--- config.mk ---
export PLATFORM = sky130hd
export DESIGN_NAME = prbs11_err_window
export DESIGN_NICKNAME = d
export VERILOG_FILES = /design/src/rtl/prbs11_err_window.sv
export SDC_FILE = /design/constraint.sdc
export NUM_CORES = 1
export LEC_CHECK = 0
export BUFFER_PORTS_ARGS = -buffer_cell sky130_fd_sc_hd__buf_2
export CAP_MARGIN = 20
export CORE_MARGIN = 2
export CORE_UTILIZATION = 50
export CTS_CLUSTER_DIAMETER = 80
export DETAILED_ROUTE_END_ITERATION = 16
export PLACE_DENSITY = 0.71
export SLEW_MARGIN = 20
export SYNTH_ARGS = -nofsm -noshare
export SYNTH_HDL_FRONTEND = slang
export SYNTH_SLANG_ARGS = --single-unit
--- constraint.sdc ---
create_clock -name clock -period 1.4 [get_ports clock]
set_input_delay 0.28 -clock clock [delete_from_list [all_inputs] [get_ports clock]]
set_output_delay 0.28 -clock clock [all_outputs]
set_load 0.01 [all_outputs]
--- src/rtl/prbs11_err_window.sv ---
// Loss-of-lock window: counts errors over WINDOW beats and flags when LOSS_THRESH is reached.
module prbs11_err_window #(
    parameter int WINDOW      = 64,
    parameter int LOSS_THRESH = 4
) (
    input  logic clock,
    input  logic clear,
    input  logic beat,
    input  logic err,
    input  logic start,
    output logic loss
);
    localparam int CNT_W  = $clog2(WINDOW);
    localparam int ERRC_W = $clog2(WINDOW + 1);

    logic [CNT_W-1:0]  win_q, win_d;
    logic [ERRC_W-1:0] werr_q, werr_d;
    logic [ERRC_W-1:0] werr_now;

    always_comb begin
        // The current beat's error counts toward the window it lands in, wrap beat included
        werr_now = werr_q + ERRC_W'(err);
        loss     = beat && (werr_now >= ERRC_W'(LOSS_THRESH));
        win_d    = win_q;
        werr_d   = werr_q;
        if (start) begin
            win_d  = '0;
            werr_d = '0;
        end else if (beat) begin
            if (win_q == CNT_W'(WINDOW - 1)) begin
                win_d  = '0;
                werr_d = '0;
            end else begin
                win_d  = win_q + 1'b1;
                werr_d = werr_now;
            end
        end
    end

    always_ff @(posedge clock or negedge clear) begin
        if (!clear) begin
            win_q  <= '0;
            werr_q <= '0;
        end else begin
            win_q  <= win_d;
            werr_q <= werr_d;
        end
    end
endmodule

* Yosys cells after proc, flatten, opt, wreduce, memory -nomap -nowiden
Cells that the tools add are included.
** Word-level totals
- Flip-flop bits (word level) :: 13
- Input bits :: 5
** Cells by class
- Add/sub/neg operators :: 2
- $lt $le $gt $ge :: 1
- Equality and inequality tests :: 1
- Multiplexer cells :: 6
- Reductions and logical operators :: 2
** Operators with widths (count)
- 7-bit 2-to-1 mux :: 3
- 6-bit 2-to-1 mux :: 3
- 7-bit by 1-bit adder with 7-bit output :: 1
- 7-bit by 3-bit greater-or-equal comparator with 1-bit output, second input constant :: 1
- 6-bit by 1-bit adder with 6-bit output, second input constant :: 1
- 6-bit == test, second input constant :: 1
- 2-bit nonzero test :: 1
- 1-bit logical AND :: 1

* Longest topological paths before layout
Gate-level depths: netlist of run 1.
- Depth in word-level cells :: 4
- Depth in mapped cells :: 6
- Mapped depth without buffers :: 6

* Worst setup path before layout of run 1
No wires, ideal clock.
- Kind :: reg2out
- From :: register werr_q[0]
- To :: output port loss
- Data arrival time :: 1350 ps
- Data required time :: 1120 ps
- Setup slack :: -230 ps
- Cell stages (with the launch flop) :: 7
- Path buffers :: 0
- Path through :: dfrtp_1 -> ha_1 -> ha_1 -> and2_1 -> a21oi_1 -> o41ai_1 -> a21oi_1
** On the way
- Longest elaborated chain between the ends :: 3
** Ends and longest elaborated chain
- start, declared :: RTL line 17 : logic [ERRC_W-1:0] werr_q, werr_d;
- start signal, assigned :: RTL line 46 : werr_q <= werr_d;
- 7-bit by 1-bit adder with 7-bit output :: RTL line 22 : werr_now = werr_q + ERRC_W'(err);
- 7-bit by 3-bit greater-or-equal comparator with 1-bit output :: RTL line 23 : loss = beat && (werr_now >= ERRC_W'(LOSS_THRESH));
- 1-bit logical AND :: RTL line 23
- end, declared :: RTL line 11 : output logic loss
No other way between the ends.

* Final worst setup path of run 1
Same ends and word-level chain as after synthesis.

==> results of run 1 <==
==> final cells by class <==
class	instances	area (um2)	share of cell area
multi-input combinational	67	452	0.454
sequential	13	325	0.327
timing repair buffer	23	166	0.167
clock buffer	4	26.3	0.0264
tap	15	18.8	0.0188
inverter	2	7.51	0.00754
==> routing by layer <==
metal	vias to the layer above	part of all wire	track usage
met5	-	0	0
met4	0	0.0046	0.0438
met3	2	0.025	0.0255
met2	11	0.52	0.403
met1	333	0.45	0.247
li1	354	-	-
==> metrics by stage <==
| stage | cell area (um2) | hold slack [ns] | TNS [ns] | util |
|---|---|---|---|---|
| floorplan | 779 | -0.0156 | -0.153 | - |
| global placement | 917 | 0.185 | -0.261 | 0.679 |
| detailed placement | 917 | 0.188 | -0.364 | 0.679 |
| CTS | 986 | 0.334 | -0.537 | 0.730 |
| global route | 996 | 0.341 | -0.808 | 0.738 |
| finish | 996 | 0.334 | -0.580 | 0.738 |
==> cells in the final DEF, fill, tap and decap left out, drive strengths merged <==
cell type / n
nand3b: 1
clkbuf: 4
a31o: 2
inv: 2
nand2: 12
ha: 3
xnor2: 2
nand3: 9
and2: 1
dfrtp: 13
buf: 22
mux2i: 1
nand4: 2
nor2: 9
nor3: 3
dlygate4sd3: 1
o21ai: 2
a21oi: 10
and4: 1
o41ai: 1
or3: 3
xor2: 3
a31oi: 2
==> worst max-delay path: stages (launching register included) <==
cell	delay [ns]
dfrtp_1	0.41
ha_4	0.18
ha_4	0.17
and2_1	0.15
a21oi_2	0.15
o41ai_2	0.08
a21oi_1	0.14
buf_2	0.15
==> power by group through the flow <==
stage | sequential, mW | clock [mW] | combinational [mW]
2_1_floorplan | 0.398 | 0 | 0.0396
3_3_place_gp | 0.396 | 0 | 0.0748
3_5_place_dp | 0.397 | 0 | 0.0757
4_1_cts | 0.389 | 0.237 | 0.0799
5_1_grt | 0.390 | 0.248 | 0.0936
6_report | 0.389 | 0.226 | 0.0821
==> cells by family after synthesis <==
family,count (synthesis)
xor+xnor,5
mux,1
fa+ha+maj,3
flops,13
compound gates,17
buf+inv,5
simple gates,41
==> what timing repair did <==
item / CTS / global route
gates resized for setup: 8 / 1
setup endpoints to repair: 3 / 8
hold buffers: 1 / 0
buffers inserted: 0 / 1
pin swaps: 6 / 2
hold endpoints to repair: 13 / 0
==> worst max path at each step <==
stage,endpoint,slack (ns),cells after the start,from
after floorplan,loss,-0.15,6,werr_q[0]
after global placement,loss,-0.26,7,werr_q[0]
after detailed placement,loss,-0.35,7,werr_q[0]
after CTS,loss,-0.54,7,werr_q[0]
after global routing,loss,-0.62,7,werr_q[0]
final,loss,-0.58,7,werr_q[0]
==> registers in the layout (all words and copies together), names as in the netlist <==
signal  count
werr_q      7
win_q       6
==> out/results.tsv, run 1 <==
stage	metric	value	unit
pwr	powerDensity	700	nW/um2
logic_synthesis	synth_most_common_cell	dfrtp_1	
place	gp_congestion	0.811	
place	port_buffers	5	
final_layout	fill_cells	98	
min_path	hold_path_end	win_q[5]	
floorplanning	start_util	0.557	
timing	finalSetupViolCount	2	
place	dpl.hpwl	1.21	mm
worst_setup_path	r2r_start	win_q[0]	
logic_synthesis	async_flop_share	1.00	
logic_synthesis	synth_top_family_by_area	simple AND/OR/NAND/NOR gates	
min_path	hold_depth	2	
logic_synthesis	ys_ff_latch	13	
job	drv_cap	0	
logic_synthesis	yosysSeqAreaShare	0.433	
logic_synthesis	synth_xor_xnor_area_share	0.0582	
clocking	clkSinkCount	13	
floorplanning	die_area	1830	um2
timing	fin_worst_skew	0.00165	ns
logic_synthesis	synthMuxAreaShare	0.0133	
routing	drtAntennaViolNets	0	
worst_setup_path	rrSetupSlack	0	ns
logic_synthesis	yosysTopAreaCell	dfrtp_1	
worst_setup_path	crit_path_end_kind	primary output	
pwr	power.total	0.697	mW
routing	drt_iter0_markers	12	
logic_synthesis	synth-simple-area-share	0.270	
min_path	hp-class	in -> reg	
logic_synthesis	yosys.area_share.adder	0.0499	
worst_setup_path	worstReg2RegEnd	werr_q[5]	
routing	vias_per_cell	5.65	
clocking	cts_tree	yes	
routing	wl	1.73	mm
grt	grt.total_usage	0.211	
timing	min_period	1.98	ns
pwr	leakagePower	0.431	nW
routing	drc	0	
timing	maxSlewViolCount	0	
worst_setup_path	critPathKind	reg -> out	
clocking	htree_levels	1	
clocking	cts_made_buffers	3	
worst_setup_path	worst_r2r_path_depth	5	
place	place_worst_setup_slack	-0.354	ns
grt	grt_pass1_wl	2.98	mm
pwr	ir_drop	510	uV
logic_synthesis	netlist_area	752	um2
run_status	violations	setup timing	
timing	relSlewSlack	0.800	
logic_synthesis	synth.area.top_cells	dfrtp_1 43%, a21oi_1 6.7%, nand3_1 6.0%	
timing	tightest_slew	0.300	ns
grt	grt_max_degree	14	
final_layout	instances_no_fill	124	
logic_synthesis	yosysTopAreaCellShare	0.433	
timing	max_freq	505	MHz
worst_setup_path	cp.required	1.12	ns
timing	hold_viol_final	0	
grt	first_global_vias	699	
clocking	cts_root_buf	clkbuf_4	
final_layout	antennaDiodeCount	0	
logic_synthesis	synth.avg_cell_area	8.85	um2
final_layout	synthToLayoutAreaGrowth	32.4	%
final_layout	fin_nets	118	
timing	setup_slack	-0.578	ns
logic_synthesis	synth_compound_area_frac	0.131	
clocking	clk_pin_slew	0.08	ns
logic_synthesis	synth_ff_type	dfrtp_1	
logic_synthesis	synth_edf_count	0	
floorplanning	coreArea	1350	um2
worst_setup_path	startpoint_type	register	
logic_synthesis	syn-num-nets	93	
routing	first_pass_iters	4	
floorplanning	rows	13	
logic_synthesis	synthTopCellsByCount	13 x dfrtp_1, 11 x nand2_1, 10 x a21oi_1, 9 x nand3_1, 9 x nor2_1	
worst_setup_path	cp_data_arrival_time	1.70	ns
pwr	power_frac_seq	0.558	
pwr	p_int	0.529	mW
final_layout	drive_gt1_frac	0.358	
pwr	power_frac_comb	0.118	
timing	period_share	1.41	
pwr	sw_frac_of_total	0.241	
floorplanning	die_w	42.8	um
grt	antenna_found_initial	0	
pwr	pwr-share-clk	0.324	
logic_synthesis	syn_inst	85	
run_status	status	complete, but fails checks	
logic_synthesis	yosysWarningCount	0	
pwr	switchingPower	0.168	mW
routing	vias	700	
floorplanning	ios	6	
place	dp_cells	118	
grt	grt.overflow.total	0	
timing	rsz0062_at_grt	yes	
min_path	min_from	start	
worst_setup_path	path_max_fanout	4	
routing	avgRoutedWirePerCell	13.9	um
clocking	clock_latency	0.26	ns
clocking	clockBufferDepth	2	
floorplanning	die_height	42.8	um
logic_synthesis	yosysUniqueCellTypes	24	
Power figures use the tool's default switching activity.
==> run 2, diff against run 1 <==
--- a/config.mk
+++ b/config.mk
@@ -16,3 +16,4 @@
 export SYNTH_ARGS = -nofsm -noshare
 export SYNTH_HDL_FRONTEND = slang
 export SYNTH_SLANG_ARGS = --single-unit
+export TNS_END_PERCENT = 1
==> out/results.tsv, run 2 (synthesis gave the netlist of run 1 again) <==
stage	metric	value	unit	change
clocking	clock_latency	0.27	ns	about the same
worst_setup_path	cp_data_arrival_time	1.66	ns	-0.04 ns
floorplanning	die_height	42.8	um	unchanged
worst_setup_path	crit_top_cell	ha_4		
worst_setup_path	critPathMaxStageDelay	0.40	ns	about the same
job	drv_cap	0		unchanged
clocking	cts_root_buf	clkbuf_4		
timing	min_period	1.94	ns	-0.0411 ns
timing	relSlewSlack	0.795		-0.00541
floorplanning	coreArea	1350	um2	unchanged
pwr	leakagePower	0.441	nW	+2.3%
clocking	clockBufferDepth	2		unchanged
final_layout	drive_gt1_frac	0.378		+0.0206
timing	finalSetupViolCount	1		-1
routing	drtAntennaViolNets	0		unchanged
timing	hold_viol_final	0		unchanged
grt	grt.total_usage	0.218		+0.00657
timing	period_share	1.38		-0.0294
grt	grt.overflow.total	0		unchanged
clocking	clk_pin_slew	0.08	ns	about the same
routing	wl	1.82	mm	+5.4%
run_status	status	complete, but fails checks		
timing	maxSlewViolCount	0		unchanged
worst_setup_path	path_max_fanout	4		unchanged
pwr	powerDensity	698	nW/um2	-0.26%
worst_setup_path	path_cells	ha_4 > ha_4 > nand2_2 > or3_4 > o41ai_2 > a21oi_1 > buf_2		
grt	grt_max_degree	14		unchanged
final_layout	layout_common_cells	19 x buf_4, 13 x dfrtp_1, 9 x nand2_1, 9 x a21oi_1		
floorplanning	die_area	1830	um2	unchanged
final_layout	top_register	werr_q		
worst_setup_path	crit_path_top_delay_cell	dfrtp_1		
timing	tightest_slew	0.308	ns	+0.00811 ns
timing	fin_worst_skew	0.000819	ns	-0.000831 ns
pwr	power.total	0.708	mW	+1.6%
clocking	cts_tree	yes		
floorplanning	rows	13		unchanged
clocking	cts_made_buffers	3		unchanged
timing	max_freq	516	MHz	+2.1%
routing	avgRoutedWirePerCell	14.5	um	+3.8%
timing	rsz0062_at_grt	yes		
place	place_worst_setup_slack	-0.287	ns	+0.0663 ns
worst_setup_path	cp.required	1.12	ns	about the same
floorplanning	ios	6		unchanged
grt	antenna_found_initial	0		unchanged
grt	grt_pass1_wl	3.08	mm	+3.3%
final_layout	final_common_cell	buf_4		
final_layout	biggestRegsByFlops	werr_q x7, win_q x6		
routing	drc	0		unchanged
timing	setup_slack	-0.537	ns	+0.0411 ns
timing	holdWs	0.333	ns	-0.000963 ns
worst_setup_path	cp_top_family	flip-flops		
place	dpl.hpwl	1.22	mm	+0.97%
clocking	htree_levels	1		unchanged
worst_setup_path	critPathKind	reg -> out		
routing	vias_per_cell	5.84		+3.5%
grt	first_global_vias	774		+11%
final_layout	fill_cells	98		unchanged
place	gp_congestion	0.803		-0.99%
floorplanning	die_w	42.8	um	unchanged
routing	first_pass_iters	4		unchanged
final_layout	antennaDiodeCount	0		unchanged
place	port_buffers	5		unchanged
routing	drt_iter0_markers	20		+8
pwr	ir_drop	612	uV	+20%
clocking	clkSinkCount	13		unchanged
timing	tns	-0.537	ns	+0.0428 ns
worst_setup_path	cp.buffers_inverters	1		unchanged
final_layout	largest_register_ffs	7		unchanged
worst_setup_path	startpoint_type	register		
routing	vias	736		+5.1%
worst_setup_path	crit_path_end_kind	primary output		
final_layout	synthToLayoutAreaGrowth	34.9	%	
final_layout	final_core_util	0.752		+0.0139
final_layout	fin_nets	120		+1.7%
min_path	hp-class	in -> reg		
run_status	violations	setup timing		
floorplanning	start_util	0.557		unchanged
run 2: final timing paths:
| check | slack [ns] | start | cells past startpoint | to |
|---|---|---|---|---|
| max | -0.54 | werr_q[0] | 7 | loss |
| min | 0.33 | start | 2 | win_q[2] |
| max reg2reg | 0 | werr_q[0] | 7 | werr_q[4] |
| min reg2reg | 0.58 | werr_q[6] | 2 | werr_q[6] |
| max in group asynchronous | 0.74 | clear | 2 | werr_q[0] |
| min in group asynchronous | 0.43 | clear | 2 | werr_q[6] |
run 2: through the flow:
step / instances / area, um2
after detailed placement: 119 / 922
final: 126 / 1010
after global routing: 126 / 1010
after CTS: 125 / 997
after global placement: 119 / 922
after floorplan: 85 / 777
run 2: cell type report:
cell class / count / area [um2] / area share
clock buffers: 4 / 26.3 / 0.0259
inverters: 2 / 7.51 / 0.00740
multi-input cells: 67 / 459 / 0.453
flip-flops and latches: 13 / 325 / 0.321
well taps: 15 / 18.8 / 0.0185
repair buffers: 25 / 178 / 0.175
run 2: power breakdown:
part	switching, mW	internal [mW]	total, mW	leakage, nW
clock network	0.123	0.110	0.233	0.0150
logic	0.0469	0.0388	0.0857	0.247
registers	0.00672	0.383	0.389	0.180
run 2: metal layers:
layer | track usage | up-vias | wire (um)
met4 | 0.0750 | 0 | 25
met2 | 0.406 | 16 | 1000
li1 | - | 354 | -
met3 | 0.0340 | 4 | 62
met1 | 0.245 | 362 | 731
met5 | 0 | - | 0
run 2: timing repair:
| action | 4_1_cts | 5_1_grt |
|---|---|---|
| hold buffers | 1 | 0 |
| endpoints found under the hold margin | 13 | 0 |
| setup buffers | 1 | 1 |
| setup endpoints to repair | 3 | 9 |
| resized for setup | 7 | 3 |
| pin swaps | 6 | 1 |
